<file path="src/rtl/turbo_pkg.sv">
// Shared types and constants for the framed turbo encoder: FSM states,
// RSC generator polynomials and the bit layout of an output symbol.
package turbo_pkg;

  typedef enum logic [1:0] {LOAD, ENC, TAIL1, TAIL2} state_t;

  // Octal 13 / 15. Bit 3 is the D^0 coefficient, bit 0 is the D^3 coefficient.
  localparam logic [3:0] G0 = 4'b1011;
  localparam logic [3:0] G1 = 4'b1101;

  localparam int MEM      = 3;
  localparam int TAIL_LEN = 3;

  localparam int SYS = 2;
  localparam int P1  = 1;
  localparam int P2  = 0;

  function automatic int gcd(input int a, input int b);
    int x;
    int y;
    int t;
    x = a;
    y = b;
    while (y != 0) begin
      t = x % y;
      x = y;
      y = t;
    end
    return x;
  endfunction

endpackage

</file>
<file path="src/rtl/turbo_enc_frame_rsc.sv">
// 8-state recursive systematic convolutional encoder (13/15 octal).
// With term high the input is replaced by the feedback, forcing the register toward zero.
module rsc_enc8
  import turbo_pkg::*;
(
  input  logic           clk,
  input  logic           rst,
  input  logic           clr,
  input  logic           en,
  input  logic           term,
  input  logic           u,
  output logic           sys_out,
  output logic           par_out,
  output logic [MEM-1:0] state
);

  logic fb;
  logic a;

  // state[0] holds the newest bit, i.e. the D^1 tap.
  assign fb      = (state[0] & G0[2]) ^ (state[1] & G0[1]) ^ (state[2] & G0[0]);
  assign sys_out = term ? fb : u;
  assign a       = sys_out ^ fb;
  assign par_out = (a & G1[3]) ^ (state[0] & G1[2]) ^ (state[1] & G1[1]) ^ (state[2] & G1[0]);

  always_ff @(posedge clk or posedge rst) begin
    if (rst) begin
      state <= '0;
    end else if (clr) begin
      state <= '0;
    end else if (en) begin
      state <= {state[1], state[0], a};
    end
  end

endmodule

</file>
<file path="src/rtl/turbo_enc_frame.sv">
// Framed turbo encoder: buffers a K-bit frame, then streams {sys, p1, p2}
// symbols from two RSC encoders (second one fed through pi(i) = P*i mod K), plus tails.
module turbo_enc_frame
  import turbo_pkg::*;
#(
  parameter int K         = 16,
  parameter int P         = 5,
  parameter int TERMINATE = 1
) (
  input  logic       clk,
  input  logic       rst,
  input  logic       in_bit,
  input  logic       in_valid,
  output logic       in_ready,
  output logic [2:0] out_data,
  output logic       out_valid,
  input  logic       out_ready,
  output logic       out_last,
  output logic       busy
);

  localparam int CW  = $clog2(K);
  localparam int CW1 = CW + 1;
  localparam logic [CW-1:0] LAST_IDX = CW'(K - 1);
  localparam logic [CW:0]   P_STEP   = CW1'(P % K);
  localparam logic [CW:0]   K_W      = CW1'(K);
  localparam logic [1:0]    TAIL_END = 2'(TAIL_LEN - 1);

  generate
    if (K < 4) begin : g_bad_k
      $error("turbo_enc_frame: K must be at least 4");
    end
    if (gcd(P, K) != 1) begin : g_bad_p
      $error("turbo_enc_frame: P and K must be coprime");
    end
  endgenerate

  state_t         state;
  logic [K-1:0]   frame_buf;
  logic [CW-1:0]  cnt;
  logic [CW-1:0]  idx2;
  logic [CW-1:0]  idx2_next;
  logic [CW:0]    idx2_sum;
  logic [1:0]     tcnt;

  logic           load_acc;
  logic           load_done;
  logic           step_en;
  logic           advance;
  logic           en1;
  logic           en2;
  logic           sys1;
  logic           par1;
  logic           sys2;
  logic           par2;
  logic [MEM-1:0] s1;
  logic [MEM-1:0] s2;
  logic [2:0]     sym;

  assign in_ready  = (state == LOAD);
  assign busy      = (state != LOAD);
  assign load_acc  = in_ready && in_valid;
  assign load_done = load_acc && (cnt == LAST_IDX);

  // A step happens when the output register is empty or being drained; a
  // presented out_last means the frame is done and only the hand-back to LOAD remains.
  assign step_en = !out_valid || out_ready;
  assign advance = busy && step_en && !out_last;
  assign en1     = advance && (state == ENC || state == TAIL1);
  assign en2     = advance && (state == ENC || state == TAIL2);

  assign idx2_sum  = {1'b0, idx2} + P_STEP;
  assign idx2_next = (idx2_sum >= K_W) ? CW'(idx2_sum - K_W) : CW'(idx2_sum);

  rsc_enc8 u_enc1 (
    .clk     (clk),
    .rst     (rst),
    .clr     (load_done),
    .en      (en1),
    .term    (state == TAIL1),
    .u       (frame_buf[cnt]),
    .sys_out (sys1),
    .par_out (par1),
    .state   (s1)
  );

  rsc_enc8 u_enc2 (
    .clk     (clk),
    .rst     (rst),
    .clr     (load_done),
    .en      (en2),
    .term    (state == TAIL2),
    .u       (frame_buf[idx2]),
    .sys_out (sys2),
    .par_out (par2),
    .state   (s2)
  );

  always_comb begin
    // NOTE: default every combinational output first so no path leaves it unassigned (no latch).
    sym = '0;
    unique case (state)
      ENC: begin
        sym[SYS] = sys1;
        sym[P1]  = par1;
        sym[P2]  = par2;
      end
      TAIL1: begin
        sym[SYS] = sys1;
        sym[P1]  = par1;
      end
      TAIL2: begin
        sym[SYS] = sys2;
        sym[P2]  = par2;
      end
      default: ;
    endcase
  end

  always_ff @(posedge clk or posedge rst) begin
    if (rst) begin
      state     <= LOAD;
      // NOTE: the frame buffer is a plain register vector, so clearing it on reset is cheap and intended.
      frame_buf <= '0;
      cnt       <= '0;
      idx2      <= '0;
      tcnt      <= '0;
      out_data  <= '0;
      out_valid <= 1'b0;
      out_last  <= 1'b0;
    end else begin
      unique case (state)
        LOAD: begin
          if (load_acc) begin
            frame_buf[cnt] <= in_bit;
            if (load_done) begin
              state <= ENC;
              cnt   <= '0;
              idx2  <= '0;
            end else begin
              cnt <= cnt + 1'b1;
            end
          end
        end
        default: begin
          if (step_en) begin
            if (out_last) begin
              state     <= LOAD;
              out_valid <= 1'b0;
              out_last  <= 1'b0;
            end else begin
              out_valid <= 1'b1;
              out_data  <= sym;
              unique case (state)
                ENC: begin
                  idx2 <= idx2_next;
                  if (cnt == LAST_IDX) begin
                    cnt <= '0;
                    if (TERMINATE != 0) begin
                      state <= TAIL1;
                      tcnt  <= '0;
                    end else begin
                      out_last <= 1'b1;
                    end
                  end else begin
                    cnt <= cnt + 1'b1;
                  end
                end
                TAIL1: begin
                  if (tcnt == TAIL_END) begin
                    state <= TAIL2;
                    tcnt  <= '0;
                  end else begin
                    tcnt <= tcnt + 1'b1;
                  end
                end
                TAIL2: begin
                  if (tcnt == TAIL_END) begin
                    out_last <= 1'b1;
                    tcnt     <= '0;
                  end else begin
                    tcnt <= tcnt + 1'b1;
                  end
                end
                default: ;
              endcase
            end
          end
        end
      endcase
    end
  end

endmodule
</file>
<file path="config.mk">
export PLATFORM = sky130hd
export DESIGN_NAME = turbo_enc_frame
export DESIGN_NICKNAME = d
export VERILOG_FILES = /design/src/rtl/turbo_pkg.sv /design/src/rtl/turbo_enc_frame_rsc.sv /design/src/rtl/turbo_enc_frame.sv
export SDC_FILE = /design/constraint.sdc
export NUM_CORES = 1
export LEC_CHECK = 0
export CAP_MARGIN = 25
export CORE_ASPECT_RATIO = 1.5
export CORE_MARGIN = 8
export CORE_UTILIZATION = 45
export DETAILED_ROUTE_END_ITERATION = 8
export MAX_ROUTING_LAYER = met4
export PLACE_DENSITY_LB_ADDON = 0.1
export SLEW_MARGIN = 20
export SYNTH_ARGS = -nofsm -noshare
export SYNTH_HDL_FRONTEND = slang
export SYNTH_HIERARCHICAL = 1
export SYNTH_SLANG_ARGS = --single-unit
</file>
<file path="constraint.sdc">
create_clock -name clk -period 3.29 [get_ports clk]
set_clock_uncertainty 0.1 [all_clocks]
set_input_delay 0.658 -clock clk [delete_from_list [all_inputs] [get_ports clk]]
set_output_delay 0.658 -clock clk [all_outputs]
set_load 0.01 [all_outputs]
</file>
==> metrics, run 1 <==
post-synth top area cell dfrtp_1; Avg Inst Size Synth 10.7 um^2; Crit. Startpoint state[0]; register area share after synthesis 0.405; largest net degree at the start of global routing 34; R2R depth 7; Syn Nets 242; Tot Pwr 2.64 mW; Fill cells 471; area of the mapped netlist 2410 um^2; Worst Setup End Kind output port; Die X-Extent 75.7 um; final hold violation count 0; total CTS buffers 5; clock sink count 39; Synth Instances 225; worst-skew pair later-pin latency 0.29 ns; Hold Path Depth 2; fin nets 252; switching share of power 0.420; Synth Flop Type dfrtp_1; Internal 1.53 mW; Hold Path End out_data[1]; Worst-path clk slew 0.08 ns; initial antenna violation count 0; Combinational Power Share 0.522; die area 8000 um^2; remaining antenna violation count after routing 0; commonest cells after routing, fill and taps aside dfrtp_1, nor2_1, mux2_2; register area 976 um^2; switching power 1.11 mW; # IOs 12; root buffer cell clkbuf_8; H-tree levels 2; Max-Cap Viols 0; Post-synth ARST share 1.00; clock buffer depth 2; startpoint of the worst hold path out_data[1]; Post-Synth XOR/XNOR Area 0.0218; global route overflow 0; final WL 5110 um; Leakage Power 1.15 nW; total track usage 0.148; Starting Density 0.466; WP data required 2.53 ns; Synth top area share 0.405; pre-CTS setup slack 0.544 ns; Synth Area in Compound Gates 0.111; Via density 5.81; pins over their slew limit 0; fin area 2650 um^2; number of flops mapped to enable cells by yosys 0; slowest cell on the critical path clkdlybuf4s50_1; power per cell area 997 nW/um^2; PostCTS Resize Cnt 0; Ys Warns 6; Layout area overhead 10.0%; largest family of logic cells by synthesized area multiplexers; Reg power frac 0.358; count of final setup violators 0; status finished, final reports clean; worst ir drop on vdd 0.000428 V; placed wire-length estimate 3720 um; Worst Slack Setup Final 0.540 ns; drc violations 0; Slew HR 0.585; startpoint types register; share of layout cells above drive strength 1 0.153; DR WL/cell 16.8 um; worst-path cell chain inv_1 -> ha_1 -> clkdlybuf4s50_1; slowest stage delay, CP 0.64 ns; clock share of power 0.120; Initial DRT Pass Iterations 4; min Tclk post-route 2.75 ns; R2R Path Start state[0]; port bufs 11; CTS tree yes; mux share of post-synthesis cell area 0.212; setup total negative slack 0 ns; vias in the first global route 1803; multi-input gate area in the final layout 1330 um^2; Critical Path Fanout Max 14; Achievable Freq 364 MHz; Via Count 1767; FF-to-FF End u_enc2/state[0]; core area 5160 um^2; post-CTS setup buffers 0; simple-gate portion of the synthesized area 0.146; Slew @ Worst Pin 0.623 ns; most common cell after layout, fill and taps aside dfrtp_1; Synth cell types 46; Synth Register Bits 39; Adder-Cell Fraction of Synth Area 0.0623; FP Rows 32; Synth area leaders dfrtp_1, mux2_2, ha_1, mux4_2, mux4_1; ANT cells 0; period utilization 0.836; die height 106 um; flop-to-flop setup slack 0.69 ns; Starting DRT DRC Count 78; unrepaired setup endpoints after global routing false; first-pass GRT wire length 8830 um; Setup CP Type register to output port; routability cong. 0.829; post-placement cell area 2570 um^2; Post-CTS Hold Fix Bufs 0; CP Data Arrival Time 1.99 ns; Hold Path Class register to register
cells in the mapped netlist, drive strengths merged, types with 3 or more instances:
master / count
inv: 13
nand3: 7
mux2: 19
buf: 4
clkbuf: 6
nand2: 14
mux4: 9
o21ai: 9
mux2i: 8
o221ai: 3
nor2: 25
a21oi: 6
nor3: 6
xnor2: 4
dfrtp: 39
ha: 12
nand2b: 6
logic make-up after synthesis:
logic type,Yosys count
and+or+nand+nor,71
xor gates and xnor gates,6
buffers and inverters,23
adders and majority gates,12
muxes,36
DFF,39
AOI/OAI and AO/OA,38
power groups by stage:
stage	sequential (mW)	clock, mW	combinational [mW]
after floorplan	0.833	0	1.16
after global placement	0.951	0	1.37
after detailed placement	0.952	0	1.38
after CTS	0.944	0.328	1.39
after global routing	0.982	0.349	1.54
final	0.947	0.316	1.38
through the flow:
| step | hold slack [ns] | utilization | instances |
|---|---|---|---|
| 2_1_floorplan | 0.312 | - | 225 |
| 3_3_place_gp | 0.369 | 0.497 | 296 |
| 3_5_place_dp | 0.375 | 0.497 | 296 |
| 4_1_cts | 0.393 | 0.513 | 304 |
| 5_1_grt | 0.406 | 0.513 | 304 |
| 6_report | 0.383 | 0.513 | 304 |
how the worst max path moves through the flow:
stage / to / slack [ns] / depth (start not counted)
2_1_floorplan: u_enc1/state[0] / 0.93 / 7
5_1_grt: in_ready / 0.44 / 3
6_report: in_ready / 0.54 / 3
3_5_place_dp: u_enc1/state[0] / 0.54 / 6
4_1_cts: in_ready / 0.53 / 3
3_3_place_gp: u_enc1/state[0] / 0.65 / 6
layout make-up:
cell class              count  area share
inverters                  13      0.0184
clock inverters             1     0.00189
well taps                  68      0.0321
multi-input cells         163       0.503
flip-flops and latches     39       0.368
repair buffers             13      0.0472
clock buffers               7      0.0288
layer usage:
metal	vias up	track usage	wire, um
met5	-	-	0
met4	0	0.0691	121
met3	9	0.0275	145
met2	29	0.247	2700
met1	889	0.162	2150
li1	840	-	-
registers in the layout, summed over array words and instances, names as in the netlist:
name	cells
frame_buf	16
cnt	4
idx2	4
out_data	3
u_enc1/state	3
u_enc2/state	3
state	2
tcnt	2
out_last	1
out_valid	1
critical path, delay by kind of cell (launching register included):
family | cells | cell delay [ns]
flip-flops | 1 | 0.42
buffers and inverters | 2 | 0.79
adder cells (fa/ha/maj) | 1 | 0.49
(Power assumes the default switching activity.)
==> run 2, diff against run 1 <==
==> constraint.sdc (replaced) <==
create_clock -name clk -period 2.78 [get_ports clk]
set_clock_uncertainty 0.1 [all_clocks]
set_input_delay 0.556 -clock clk [delete_from_list [all_inputs] [get_ports clk]]
set_output_delay 0.556 -clock clk [all_outputs]
set_load 0.01 [all_outputs]
==> run 2 against run 1 <==
- register-to-register slack worse by 0.43 ns
- worst hold slack improved by 0.0021 ns
- worst setup slack got worse by 0.34 ns
- final cell count grew 1.6%
- combinational power rose by 22%
- clock power is 58% higher
- design area rose by 2.8%
- global-route usage decreased by 0.21 points
- highest routed layer unchanged
==> metrics, run 2 (synthesized netlist as in run 1, its figures left out) <==
initial antenna violation count 0; final hold violation count 0; Max-Cap Viols 0; die height 106 um; clock sink count 39; # IOs 12; WP data required 2.12 ns; share of layout cells above drive strength 1 0.178; Internal 1.97 mW; vias in the first global route 1715; switching power 1.32 mW; Via density 5.71; DR WL/cell 16.4 um; routability cong. 0.786; Die X-Extent 75.7 um; multi-input gate area in the final layout 1330 um^2; unrepaired setup endpoints after global routing false; Hold Path Class input port to async pin; H-tree levels 2; Setup CP Type register to output port; Starting DRT DRC Count 77; Critical Path Fanout Max 11; clock buffer depth 2; period utilization 0.927; count of final setup violators 0; fin nets 257; switching share of power 0.402; CP Data Arrival Time 1.92 ns; slowest stage delay, CP 0.51 ns; setup total negative slack 0 ns; clock share of power 0.151; total track usage 0.146; Achievable Freq 388 MHz; core area 5160 um^2; Biggest register frame_buf; biggest regs frame_buf x16, cnt x4, idx2 x4; Starting Density 0.466; first-pass GRT wire length 8760 um; PostCTS Resize Cnt 0; worst ir drop on vdd 0.000518 V; Leakage Power 1.19 nW; register area 976 um^2; Post-CTS Hold Fix Bufs 0; port bufs 11; Layout area overhead 13.1%; FP Rows 32; worst-skew pair later-pin latency 0.29 ns; Worst-path clk slew 0.09 ns; Slew @ Worst Pin 0.613 ns; Slew HR 0.591; largest net degree at the start of global routing 34; root buffer cell clkbuf_8; commonest cells after routing, fill and taps aside dfrtp_1, nor2_1, mux2_2; Via Count 1764; worst-path cell chain inv_1 -> ha_1 -> inv_1 -> clkdlybuf4s50_1; CTS tree yes; most numerous cell on the critical path inv_1; slowest cell on the critical path clkdlybuf4s50_1; power per cell area 1210 nW/um^2; min Tclk post-route 2.58 ns; max FFs per register 16; Worst Setup End Kind output port; post-CTS setup buffers 0; Tot Pwr 3.29 mW; startpoint types register; total CTS buffers 5; Combinational Power Share 0.513; placed wire-length estimate 3790 um; most common cell after layout, fill and taps aside dfrtp_1; final WL 5060 um; die area 8000 um^2; Reg power frac 0.335; Initial DRT Pass Iterations 4; global route overflow 0; ANT cells 0; pins over their slew limit 0; remaining antenna violation count after routing 0; Fill cells 479; drc violations 0; status finished, final reports clean
run 2: cell count changes in the layout (fill, tap and decap cells not counted):
cell,before,now
buf_4,2,7
clkbuf_8,5,6
clkbuf_1,2,0
bufinv_16,0,1
run 2: stage by stage:
| stage | utilization | cell area, um^2 | hold WS, ns | setup WS, ns | instances |
|---|---|---|---|---|---|
| finish | 0.527 | 2720 | 0.385 | 0.204 | 309 |
| global route | 0.527 | 2720 | 0.401 | 0.0496 | 309 |
| CTS | 0.527 | 2720 | 0.383 | 0.184 | 309 |
| detailed placement | 0.505 | 2610 | 0.371 | 0.245 | 301 |
| global placement | 0.505 | 2610 | 0.361 | 0.326 | 301 |
| floorplan | - | 2410 | 0.210 | 0.424 | 225 |
run 2: final cells by class:
type,count,share of cell area
inverter,13,0.0179
tap,68,0.0312
multi-input combinational,163,0.490
clock inverter,2,0.0129
timing repair buffer,18,0.0597
clock buffer,6,0.0303
sequential,39,0.358
run 2: worst paths after layout:
check | depth (start not counted) | from | slack, ns | endpoint
min in group clk | 2 | out_data[2] | 0.39 | out_data[2]
worst min-delay path | 2 | rst | 0.39 | u_enc2/state[0]
max in group asynchronous | 3 | rst | 1.65 | idx2[3]
worst min register to register | 2 | out_data[2] | 0.39 | out_data[2]
worst max-delay path | 4 | state[0] | 0.20 | busy
worst max register to register | 6 | cnt[0] | 0.26 | u_enc1/state[0]
run 2: power groups by stage:
stage,Clock (mW),Combinational (mW),Sequential (mW)
2_1_floorplan,0,1.38,0.986
3_3_place_gp,0,1.69,1.11
3_5_place_dp,0,1.70,1.11
4_1_cts,0.513,1.70,1.10
5_1_grt,0.544,1.89,1.15
6_report,0.499,1.69,1.10
run 2: critical path: cells and delay by family (launching register included):
family | cells | cell delay (ns)
adder cells (fa/ha/maj) | 1 | 0.39
flip-flops | 1 | 0.43
buffers and inverters | 3 | 0.81
run 2: layer usage:
metal  vias up  track usage  routed length [um]
met5         -            -                   0
met4         0       0.0456                  72
met3         6       0.0342                 167
met2        37        0.233                2580
met1       864        0.175                2240
li1        857            -                   -
